==> src/rtl/booth_seq_multiplier.sv <==
// Radix-2 Booth sequential signed multiplier.
// One add/subtract plus one arithmetic right shift per clock, WIDTH steps per
// product. The start/ready handshake faces the ALU control; the product and its
// overflow flag stay on the outputs until the next product completes.
module booth_seq_multiplier #(
  parameter int WIDTH = 8
) (
  input  logic                 clock,
  input  logic                 reset,
  input  logic [WIDTH-1:0]     data_operandA,
  input  logic [WIDTH-1:0]     data_operandB,
  input  logic                 ctrl_start,
  output logic                 busy,
  output logic                 data_resultRDY,
  output logic [2*WIDTH-1:0]   result,
  output logic                 data_exception
);

  localparam int CW = $clog2(WIDTH) + 1;

  localparam logic [1:0] S_IDLE = 2'd0;
  localparam logic [1:0] S_RUN  = 2'd1;
  localparam logic [1:0] S_DONE = 2'd2;

  logic [1:0]         r_state;
  logic [WIDTH:0]     r_m;       // multiplicand, sign-extended by one bit
  logic [WIDTH:0]     r_acc;     // one guard bit so -2^(WIDTH-1) cannot overflow
  logic [WIDTH-1:0]   r_q;
  logic               r_qm1;
  logic [CW-1:0]      r_count;
  logic [2*WIDTH-1:0] r_result;
  logic               r_exc;

  logic [WIDTH:0]     w_sum;
  logic [WIDTH:0]     w_acc_next;
  logic [WIDTH-1:0]   w_q_next;
  logic               w_qm1_next;
  logic [2*WIDTH-1:0] w_product;
  logic [WIDTH:0]     w_high;    // bits that must all match for a WIDTH-bit fit
  logic               w_exc;
  logic               w_accept;
  logic               w_last_step;

  assign w_accept    = ctrl_start && (r_state != S_RUN);
  assign w_last_step = (r_state == S_RUN) && (r_count == CW'(WIDTH - 1));

  // Booth recoding of {Q[0], q_m1}, then the arithmetic shift of {acc, Q, q_m1}.
  always_comb begin
    // NOTE: every combinational output gets a default first so no path leaves it
    // unassigned, which would otherwise infer a latch.
    w_sum = r_acc;
    case ({r_q[0], r_qm1})
      2'b01:   w_sum = r_acc + r_m;
      2'b10:   w_sum = r_acc + ~r_m + 1'b1;
      default: w_sum = r_acc;
    endcase
    w_acc_next = {w_sum[WIDTH], w_sum[WIDTH:1]};
    w_q_next   = {w_sum[0], r_q[WIDTH-1:1]};
    w_qm1_next = r_q[0];
    w_product  = {w_acc_next[WIDTH-1:0], w_q_next};
    w_high     = w_product[2*WIDTH-1:WIDTH-1];
    w_exc      = !((&w_high) || !(|w_high));
  end

  // Control FSM and datapath registers, all cleared by the synchronous reset.
  always_ff @(posedge clock) begin
    // NOTE: sequential state uses non-blocking assignments so every register
    // samples pre-edge values and simulation order cannot change the result.
    if (reset) begin
      r_state  <= S_IDLE;
      r_m      <= '0;
      r_acc    <= '0;
      r_q      <= '0;
      r_qm1    <= 1'b0;
      r_count  <= '0;
      r_result <= '0;
      r_exc    <= 1'b0;
    end else if (w_accept) begin
      r_state <= S_RUN;
      r_m     <= {data_operandA[WIDTH-1], data_operandA};
      r_acc   <= '0;
      r_q     <= data_operandB;
      r_qm1   <= 1'b0;
      r_count <= '0;
    end else begin
      case (r_state)
        S_RUN: begin
          r_acc   <= w_acc_next;
          r_q     <= w_q_next;
          r_qm1   <= w_qm1_next;
          r_count <= r_count + CW'(1);
          if (w_last_step) begin
            r_result <= w_product;
            r_exc    <= w_exc;
            r_state  <= S_DONE;
          end
        end
        S_DONE:  r_state <= S_IDLE;
        default: r_state <= S_IDLE;
      endcase
    end
  end

  assign busy           = (r_state == S_RUN);
  assign data_resultRDY = (r_state == S_DONE);
  assign result         = r_result;
  assign data_exception = r_exc;

endmodule

==> config.mk <==
export PLATFORM = sky130hd
export DESIGN_NAME = booth_seq_multiplier
export DESIGN_NICKNAME = d
export VERILOG_FILES = /design/src/rtl/booth_seq_multiplier.sv
export SDC_FILE = /design/constraint.sdc
export NUM_CORES = 1
export LEC_CHECK = 0
export BUFFER_PORTS_ARGS = -buffer_cell sky130_fd_sc_hd__buf_2
export CORE_UTILIZATION = 52
export DETAILED_ROUTE_END_ITERATION = 16
export PLACE_DENSITY = 0.79
export SYNTH_ARGS = -nofsm -noshare
export SYNTH_HDL_FRONTEND = slang
export SYNTH_SLANG_ARGS = --single-unit
==> constraint.sdc <==
create_clock -name clock -period 2.35 [get_ports clock]
set_input_delay 0.3525 -clock clock [delete_from_list [all_inputs] [get_ports clock]]
set_output_delay 0.3525 -clock clock [all_outputs]
set_load 0.01 [all_outputs]
==> flow_summary_export.csv <==
group,metric,value,unit
setup_path,startpoint_type,"register",
hold_path,worst_hold_path.endpoint,"r_m[5]",
timing,finalHoldViolations,0,
layout,ant_diodes,0,
cts,post-cts-setup-buffer-count,0,
power,power.total,2.092,mW
global_route,antenna_found_initial,0,
cts,clkSlewWorstSetupHoldPaths,0.09,ns
timing,max-slew-margin-rel,64.02,%
timing,report.final.setup_viol,1,
global_route,wire_length_of_the_first_global_routing_pass,14010,microns
place,placedCellCount,506,
yosys,syn_avg_cell_area,7.840,sq um
setup_path,worstReg2RegStart,"r_acc[0]",
timing,timing_worst_slew_pin_value,0.5396,ns
yosys,ys_seq_area_share,32.95,%
floorplanning,width_of_the_die,76.89,microns
cts,numClockSinks,48,
power,seq_power_share,41.4,%
cts,htree_num_levels,2,
setup_path,worstSetupPathType,"reg -> reg",
setup_path,rr_endpoint,"data_exception",
layout,syn2layout_area_growth,30.29,%
cts,insertion_delay,0.31,ns
cts,cts-root-buf,"sky130_fd_sc_hd__clkbuf_8",
setup_path,critical_path_s_slowest_cell,"sky130_fd_sc_hd__fa_2",
yosys,ys_dominant_reg_cell,"sky130_fd_sc_hd__dfxtp_1",
yosys,asyncSetResetFlopFracSynth,0,%
layout,postLayoutCoreUtil,72.55,%
floorplanning,die_y,76.89,microns
layout,drive_gt1_share,31.31,%
power,p_int,1.486,mW
power,net-switching-power,0.6058,mW
global_route,global_route.usage.total,29.58,%
setup_path,critPathCaptureType,"register",
global_route,grt.overflow.total,0,
timing,final.setup.worst_slack,-0.09931,ns
cts,clock_tree_from_tritoncts,"done",
outcome,outcome,"finished, violations left",
power,power_frac_clock,34.5,%
yosys,synthCells,372,
timing,final_min_period_over_clock_period,104.2,%
power,netSwitchingFraction,28.95,%
floorplanning,boundaryPins,38,
floorplanning,core.rowCount,26,
setup_path,critPathArrivalTime,2.65,ns
yosys,ys_warn_count,0,
yosys,netlist_area,2917,sq um
setup_path,crit_required,2.55,ns
place,hpwl,6112,microns
setup_path,path_max_fanout,3,
place,place_congestion,0.9389,
global_route,number_of_global_route_vias_before_repair,2898,
yosys,synthesis.nets,412,
timing,clk_skew,0.01460,ns
routing,detail_route.iter0.violations,289,
yosys,netlist-cell-type-count,57,
floorplanning,core,5238,sq um
layout,fin_cells,514,
hold_path,class_of_the_worst_hold_path,"in -> reg",
cts,clock_path_buffers,2,
timing,rsz0062_at_grt,"true",
routing,remaining_drc_errors,0,
power,ir_worst_vdd,0.0004361,V
setup_path,reg2reg_setup_slack,-0.1,ns
power,power_density,550.6,nW/um^2
layout,layout.filler_cells,398,
hold_path,hold_path.startpoint,"data_operandA[5]",
timing,maxSlewViolCount,0,
cts,clock_buffers_created_by_tritoncts,5,
timing,fin_hold_ws,0.2892,ns
timing,post-route-min-period,2.449,ns
yosys,seq_cells_post_synth,48,
routing,postRouteWirelength,8624,microns
routing,routed_via_density,5.883,
yosys,synth-edff-count,0,
global_route,largest_net_degree_at_the_start_of_global_routing,33,
place,dp_slack,-0.2164,ns
floorplanning,die_area,5912,sq um
setup_path,sequence_of_cells_on_the_critical_path,"inv_2 > ha_4 > inv_2 > fa_2 > a211oi_4 > o21bai_1 > a2111oi_2 > a211oi_2 > a211oi_2 > a311oi_1 > a21boi_2",
power,cellLeakagePower,1.548,nW
outcome,failed_checks,"negative setup slack",
setup_path,timing.reg2reg.worst_path_depth,11,
floorplanning,floorplan.initialDensity,55.69,%
setup_path,max_stage_delay,0.36,ns
cts,total_of_hold_buffers_inserted_after_clock_tree_synthesis,0,
layout,final_nets,483,
routing,ant_nets,0,
place,port-buffer-count,37,
timing,achievable-frequency,0.4083,GHz
routing,wl_per_cell,16.78,microns
routing,first_pass_iters,5,
routing,vias,3024,
job,max_cap_viol_count,0,
power,power.share.combinational,24.0,%
hold_path,hold-path-cell-count,3,
[registers in the layout (all words and copies together), names as in the netlist]
register        count
data_exception      1
r_acc               8
r_count             4
r_m                 8
r_q                 8
r_qm1               1
r_state             2
result             16
[cells by family after synthesis]
logic type                 Yosys count  synth area share [%]
muxes                               12                 4.161
buffers and inverters               42                 5.448
xor gates and xnor gates             6                 1.802
DFF                                 48                 32.95
adders and majority gates           21                 9.524
and+or+nand+nor                    148                 23.94
AOI/OAI and AO/OA                   95                 22.18
[Yosys cell counts, types with 2 or more instances]
library cell                number  share of area, %
sky130_fd_sc_hd__mux2i_1        11               3.8
sky130_fd_sc_hd__inv_1          19               2.4
sky130_fd_sc_hd__nand4_1         2              0.43
sky130_fd_sc_hd__nor4b_1         2              0.60
sky130_fd_sc_hd__a211oi_1       21               5.4
sky130_fd_sc_hd__nor4_1          2              0.43
sky130_fd_sc_hd__a21oi_1        37               6.3
sky130_fd_sc_hd__nor3_1          5              0.86
sky130_fd_sc_hd__a21o_1          2              0.51
sky130_fd_sc_hd__ha_1           19               8.2
sky130_fd_sc_hd__xor2_1          3              0.90
sky130_fd_sc_hd__o21ai_0         7               1.2
sky130_fd_sc_hd__nor2b_1         6               1.3
sky130_fd_sc_hd__nor2_1         32               4.1
sky130_fd_sc_hd__nor3b_1         2              0.51
sky130_fd_sc_hd__buf_1           3              0.39
sky130_fd_sc_hd__dfxtp_1        48                33
sky130_fd_sc_hd__nand3_1        10               1.7
sky130_fd_sc_hd__clkbuf_1       18               2.3
sky130_fd_sc_hd__or4_1           2              0.51
sky130_fd_sc_hd__a22oi_1         2              0.51
sky130_fd_sc_hd__nand2_1        64               8.2
sky130_fd_sc_hd__o31a_1          2              0.60
sky130_fd_sc_hd__xnor2_1         3              0.90
sky130_fd_sc_hd__fa_1            2               1.4
sky130_fd_sc_hd__nand4b_1        2              0.60
sky130_fd_sc_hd__a31oi_1         3              0.64
sky130_fd_sc_hd__or3_1           3              0.64
sky130_fd_sc_hd__nand2b_1        8               1.7
sky130_fd_sc_hd__o21bai_1        2              0.51
sky130_fd_sc_hd__a311oi_1        3              0.90
sky130_fd_sc_hd__a2111oi_0       2              0.60
[layout make-up]
type | instances | area, sq um | share of cell area (%)
multi-input combinational | 282 | 1979 | 52.09
sequential | 48 | 967.2 | 25.45
timing repair buffer | 86 | 553.0 | 14.55
tap | 70 | 87.58 | 2.305
inverter | 20 | 75.07 | 1.976
clock buffer | 5 | 68.82 | 1.811
clock inverter | 3 | 68.82 | 1.811
[metal layers]
metal  part of all wire [%]  vias up  global-route usage, %
met5                      0        -                      0
met4                    2.1        0                  6.154
met3                    6.4       18                  6.071
met2                     45      119                  47.50
met1                     46     1442                  40.77
li1                       -     1445                      -
[per-stage QoR]
stage	setup TNS [ns]	instance area [sq um]
after global routing	-0.6811	3800
after CTS	-0.06800	3687
after detailed placement	-0.3059	3486
after floorplan	0	2924
final	-0.09931	3800
after global placement	-0.2083	3486
[repair_timing]
action,CTS,global route
pin swaps,7,10
endpoints found under the setup margin,8,11
hold endpoints to repair,0,0
gates resized for setup,19,25
[power by group through the flow]
stage / Combinational (mW) / Sequential (mW) / Clock [mW]
final: 0.503 / 0.867 / 0.722
after global routing: 0.545 / 0.871 / 0.752
after CTS: 0.455 / 0.865 / 0.716
after detailed placement: 0.431 / 0.884 / 0
after global placement: 0.428 / 0.882 / 0
after floorplan: 0.266 / 0.879 / 0
[worst max-delay path: cells and delay by family, from the launching register on]
kind	cells	cell delay, ns
buf+inv	2	0.09
fa+ha+maj	2	0.48
compound gates	7	1.42
flops	1	0.34
[worst max path at each step]
stage / depth (start not counted) / slack, ns / from / to
floorplan: 9 / 0.05 / r_m[2] / data_exception
global placement: 11 / -0.13 / r_m[1] / data_exception
detailed placement: 10 / -0.22 / r_m[0] / data_exception
CTS: 11 / -0.07 / r_acc[0] / data_exception
global route: 9 / -0.20 / r_m[3] / data_exception
finish: 11 / -0.1 / r_acc[0] / data_exception
[layout by cell type, fill, tap and decap left out, drive strengths merged, types with 3 or more instances in the layout]
cell	instances
o21ai	7
inv	20
xnor2	3
nand2	64
nor2b	6
ha	19
nand2b	9
nand3	10
nor2	32
a21oi	37
nor3	5
a211oi	22
a31oi	3
a311oi	3
buf	86
dfxtp	48
clkbuf	5
or3	4
xor2	3
a2111oi	3
mux2i	11
Note: power is estimated with default switching activity, not from simulation.
